[src/rtl/countdown_timer.sv]
// rtl/countdown_timer.sv - loadable down-counting timer, one-shot or periodic
// Accepts a terminal count over a valid/ready load port, counts it down and pulses on expiry.
module countdown_timer #(
  parameter int WIDTH = 8
) (
  input  logic             clk,
  input  logic             reset,
  input  logic             load_valid,
  output logic             load_ready,
  input  logic [WIDTH-1:0] load_value,
  input  logic             load_periodic,
  input  logic             abort,
  output logic [WIDTH-1:0] count,
  output logic             busy,
  output logic             expired,
  output logic [WIDTH-1:0] periods
);

  typedef enum logic {
    IDLE = 1'b0,
    RUN  = 1'b1
  } state_t;

  state_t           state, state_nxt;
  logic [WIDTH-1:0] reload, reload_nxt;
  logic             periodic, periodic_nxt;
  logic [WIDTH-1:0] count_nxt, periods_nxt;
  logic             busy_nxt, expired_nxt;

  assign load_ready = (state == IDLE);

  always_ff @(posedge clk or posedge reset) begin
    if (reset) begin
      state    <= IDLE;
      reload   <= '0;
      periodic <= 1'b0;
      count    <= '0;
      busy     <= 1'b0;
      expired  <= 1'b0;
      periods  <= '0;
    end else begin
      state    <= state_nxt;
      reload   <= reload_nxt;
      periodic <= periodic_nxt;
      count    <= count_nxt;
      busy     <= busy_nxt;
      expired  <= expired_nxt;
      periods  <= periods_nxt;
    end
  end

  always_comb begin
    state_nxt    = state;
    reload_nxt   = reload;
    periodic_nxt = periodic;
    count_nxt    = count;
    busy_nxt     = busy;
    expired_nxt  = 1'b0;
    periods_nxt  = periods;
    case (state)
      IDLE: begin
        if (load_valid) begin
          if (load_value != '0) begin
            state_nxt    = RUN;
            reload_nxt   = load_value;
            periodic_nxt = load_periodic;
            count_nxt    = load_value;
            busy_nxt     = 1'b1;
            periods_nxt  = '0;
          end else begin
            // A zero load expires immediately and is always one-shot.
            expired_nxt = 1'b1;
            periods_nxt = WIDTH'(1);
          end
        end
      end
      RUN: begin
        if (abort) begin
          state_nxt = IDLE;
          count_nxt = '0;
          busy_nxt  = 1'b0;
        end else if (count > WIDTH'(1)) begin
          count_nxt = count - WIDTH'(1);
        end else begin
          expired_nxt = 1'b1;
          periods_nxt = periods + WIDTH'(1);
          if (periodic) begin
            count_nxt = reload;
          end else begin
            state_nxt = IDLE;
            count_nxt = '0;
            busy_nxt  = 1'b0;
          end
        end
      end
      default: state_nxt = IDLE;
    endcase
  end

endmodule

[config.mk]
export PLATFORM = sky130hd
export DESIGN_NAME = countdown_timer
export DESIGN_NICKNAME = d
export VERILOG_FILES = /design/src/rtl/countdown_timer.sv
export SDC_FILE = /design/constraint.sdc
export NUM_CORES = 1
export LEC_CHECK = 0
export BUFFER_PORTS_ARGS = -buffer_cell sky130_fd_sc_hd__buf_2
export CAP_MARGIN = 20
export CELL_PAD_IN_SITES_DETAIL_PLACEMENT = 0
export CELL_PAD_IN_SITES_GLOBAL_PLACEMENT = 1
export CORE_MARGIN = 2
export CORE_UTILIZATION = 44
export DETAILED_ROUTE_END_ITERATION = 16
export PLACE_DENSITY_LB_ADDON = 0.3
export SYNTH_ARGS = -nofsm -noshare
export SYNTH_HDL_FRONTEND = slang
export SYNTH_SLANG_ARGS = --single-unit
[constraint.sdc]
create_clock -name clk -period 6.85 [get_ports clk]
set_input_delay 0.3425 -clock clk [delete_from_list [all_inputs] [get_ports clk]]
set_output_delay 0.3425 -clock clk [all_outputs]
set_load 0.005 [all_outputs]
==> results list <==
* Number of storage elements in the synthesis netlist: 28
- Max Cap Viol: 0
- Clock Pin Slew Worst Setup and Hold Paths: 0.16 ns
* Count of unique library cells instantiated by Yosys: 42
- In the layout the commonest cells are 31 x sky130_fd_sc_hd__buf_2, 28 x sky130_fd_sc_hd__dfrtp_1, 12 x sky130_fd_sc_hd__a21oi_1.
- By area, the combinational part of the netlist is dominated by simple AND/OR/NAND/NOR gates.
- Across the whole layout, storage elements account for ~700 um2.
- Once the floorplan was initialized, standard cells occupied 46.5% of the core.
- The routed design has between 3 and 4 mm of wire.
- Sequential element share of the synthesized area: 44.4%
* Minimum period implied by the final worst setup slack: roughly 2.5 ns
* Worst path arrival time: 2.73 ns
- Accumulated negative setup slack: 0 ns
- Fraction of synthesis flops using an asynchronous set or reset pin: 100%
- Detailed routing inserted a total of 1387 vias.
* Initial detailed-routing violation count: roughly 130
- Antenna diodes: 0
- Path category of the worst min-delay check: input pin to flop
* Boundary Pins: 32
- The filler cells instantiated in the layout total 333.
- Number of buffers inserted during clock tree synthesis: 3
- # H-tree levels: 1
- Static Leak: 0.811 nW
* Warning count from the yosys run: 0
- Headroom to the max-slew limit came out at 44.2%.
- Count of endpoints failing setup in the final report: 0
- The region available for standard cell placement spans 3390 um2.
- In the global route stage, overall resource usage came out at 20.2%.
- Clk Latency, worst-skew pair: 0.34 ns
- Outcome: finished, final reports clean
* Synth Area in Simple Gates: 19.0%
- Tightest Pin Transition: 0.832 ns
- The clock arrives with around 0.017 ns of skew.
- Entering global routing, the biggest net connects 29 pins.
* Net count of the mapped netlist: 174
- Timing analysis after detailed placement gives a worst setup slack of 4.46 ns.
- Setup repair after global routing left no endpoint under its margin.
* FMAX: approximately 0.41 GHz
* Count of flip-flops with a built-in enable after synthesis: 0
- In the routed layout, each cell is associated on average with a via count of 5.93.
- The clock net in this run drives a total of 28 sinks.
- STA puts the critical path data required time at a little over 7 ns.
- The floorplan step set the die width to 63.9 um.
- Compared with the post-synthesis result, the final layout area differs by 15.5%.
* Type of the setup path with the least slack: flop to flop
- Height of the die: 63.9 um
* Bufs on Longest Clock Path: 2
- Count of TritonRoute iterations in the first routing pass: 4
* Avg WL per Cell: about 16 um
* Area share of xor/xnor cells in the synthesized design: 2.22%
* Most frequent standard cell in the layout excluding fill and tap cells: sky130_fd_sc_hd__buf_2
- Setup slack on the critical path of the routed design comes to about 4.4 ns.
- Number of buffers added on ports: 31
- Routability-driven placement finished with a final weighted congestion of slightly below 0.9.
- In this run the clock root is driven by a sky130_fd_sc_hd__clkbuf_4.
- Multiplexer share of the synthesized area: 10.9%
* Type of element launching the critical path: flop
- The via count of the first global-routing pass was 1299.
- Initial antenna violation count: 0
- Avg Inst Size Synth: about 10 um2
* Post-CTS resize count: 0
* Peak supply drop: 0.000123 V
* Final max-slew violation count: 0
* Adder-cell share of the synthesized area: 2.38%
* Fin nets: between 200 and 250
* Instance count of the mapped netlist: 158
- The floorplan has 21 rows.
* Fraction of layout instances using a drive strength above 1: 27.7%
- For this run, design rule violations remaining after detail routing come to 0.
- The die covers 4080 um2.
- In this run the cell area of the synthesized design comes to 1580 um2.
- Number of nets with antenna violations after routing: 0
- The worst setup path is captured at a flop.
- Most frequently used flop master after synthesis: sky130_fd_sc_hd__dfrtp_1
- The first global-routing pass estimated 6.42 mm of wire.
- The wire-length estimate of the detail-placed layout is 2.73 mm.
- Count of endpoints failing hold in the final timing report: 0
- Max Fanout on Critical Path: 10
* Overflow after GRT: 0
* Post-CTS Setup Repair Bufs: 0
- The synthesized netlist devotes between 10% and 20% of its cell area to compound gates.
- Cell Pwr Density: approximately 350 nW/um2
- TritonCTS built the clock tree.
- Area used by multi-input combinational logic: slightly above 800 um2
- Fraction of the cycle the final worst path needs: 36.0%
- Number of buffers inserted by hold repair at cts: 0
Yosys cell counts, types with 2 or more instances:
cell	n	area, um2
sky130_fd_sc_hd__o31ai_1	2	15.0
sky130_fd_sc_hd__mux2i_1	6	60.1
sky130_fd_sc_hd__or3_1	7	43.8
sky130_fd_sc_hd__nand3_1	3	15.0
sky130_fd_sc_hd__mux2_2	10	113
sky130_fd_sc_hd__buf_6	2	22.5
sky130_fd_sc_hd__nor3_1	2	10.0
sky130_fd_sc_hd__xor2_1	2	17.5
sky130_fd_sc_hd__nor2_1	7	26.3
sky130_fd_sc_hd__xnor2_1	2	17.5
sky130_fd_sc_hd__o32ai_1	3	26.3
sky130_fd_sc_hd__o21ai_0	10	50.1
sky130_fd_sc_hd__clkbuf_1	4	15.0
sky130_fd_sc_hd__a22o_1	2	17.5
sky130_fd_sc_hd__o22ai_1	3	18.8
sky130_fd_sc_hd__or4_1	6	45.0
sky130_fd_sc_hd__inv_1	6	22.5
sky130_fd_sc_hd__a211oi_1	2	15.0
sky130_fd_sc_hd__dfrtp_1	28	701
sky130_fd_sc_hd__a21oi_1	12	60.1
sky130_fd_sc_hd__nand2_1	10	37.5
sky130_fd_sc_hd__nor3b_1	3	22.5
sky130_fd_sc_hd__nor2b_1	3	18.8
sky130_fd_sc_hd__ha_1	3	37.5
sky130_fd_sc_hd__or2_2	3	18.8
sequential cells by signal, indices dropped and copies added, names as in the netlist:
signal    count
count         8
state         1
periods       8
reload        8
busy          1
expired       1
periodic      1
worst paths after layout:
check	start	to	depth (start not counted)	slack (ns)
setup / recovery	count[3]	periods[6]	4	4.39
hold / removal	load_periodic	periodic	2	0.21
setup reg to reg	count[3]	periods[6]	4	4.39
hold reg to reg	reload[0]	reload[0]	1	0.52
max in group asynchronous	reset	periods[6]	4	5.97
min in group asynchronous	reset	reload[5]	3	0.46
power breakdown:
part,internal [mW],switching [mW]
clock network,0.0326,0.0509
registers,0.212,0.0703
logic,0.134,0.136
per-layer routing:
metal	GRT usage (%)	up-vias	wire length (um)
met5	0	-	0
li1	-	651	-
met3	2.64	7	253
met1	31.6	674	1830
met4	7.88	0	72
met2	28.0	55	1620
critical path, cell delays in order (launching register included):
cell and delay (ns):
sky130_fd_sc_hd__dfrtp_1 0.50, sky130_fd_sc_hd__or4_4 0.59, sky130_fd_sc_hd__or3_1 0.59, sky130_fd_sc_hd__or4_1 0.56, sky130_fd_sc_hd__a21oi_1 0.15
metrics by stage:
| stage | utilization (%) | area, um2 | total power [mW] | cells | hold slack [ns] |
|---|---|---|---|---|---|
| global placement | 51.6 | 1750 | 0.548 | 228 | 0.492 |
| detailed placement | 51.6 | 1750 | 0.550 | 228 | 0.488 |
| CTS | 52.6 | 1780 | 0.634 | 232 | 0.211 |
| finish | 53.7 | 1820 | 0.635 | 234 | 0.214 |
| global route | 53.7 | 1820 | 0.687 | 234 | 0.208 |
| floorplan | - | 1580 | 0.472 | 158 | 0.408 |
cell type report:
| cell class | instances | share of cell area (%) |
|---|---|---|
| tap | 46 | 3.16 |
| sequential | 28 | 38.5 |
| clock buffer | 4 | 1.99 |
| multi-input combinational | 117 | 44.6 |
| inverter | 6 | 1.24 |
| timing repair buffer | 33 | 10.6 |
cell families (layout without fill, tap and decap cells):
group / Yosys count / in the layout
compound gates: 42 / 42
fa+ha+maj: 3 / 3
xor+xnor: 4 / 4
flops: 28 / 28
simple gates: 52 / 52
buf+inv: 13 / 43
mux: 16 / 16
(Power assumes the default switching activity.)
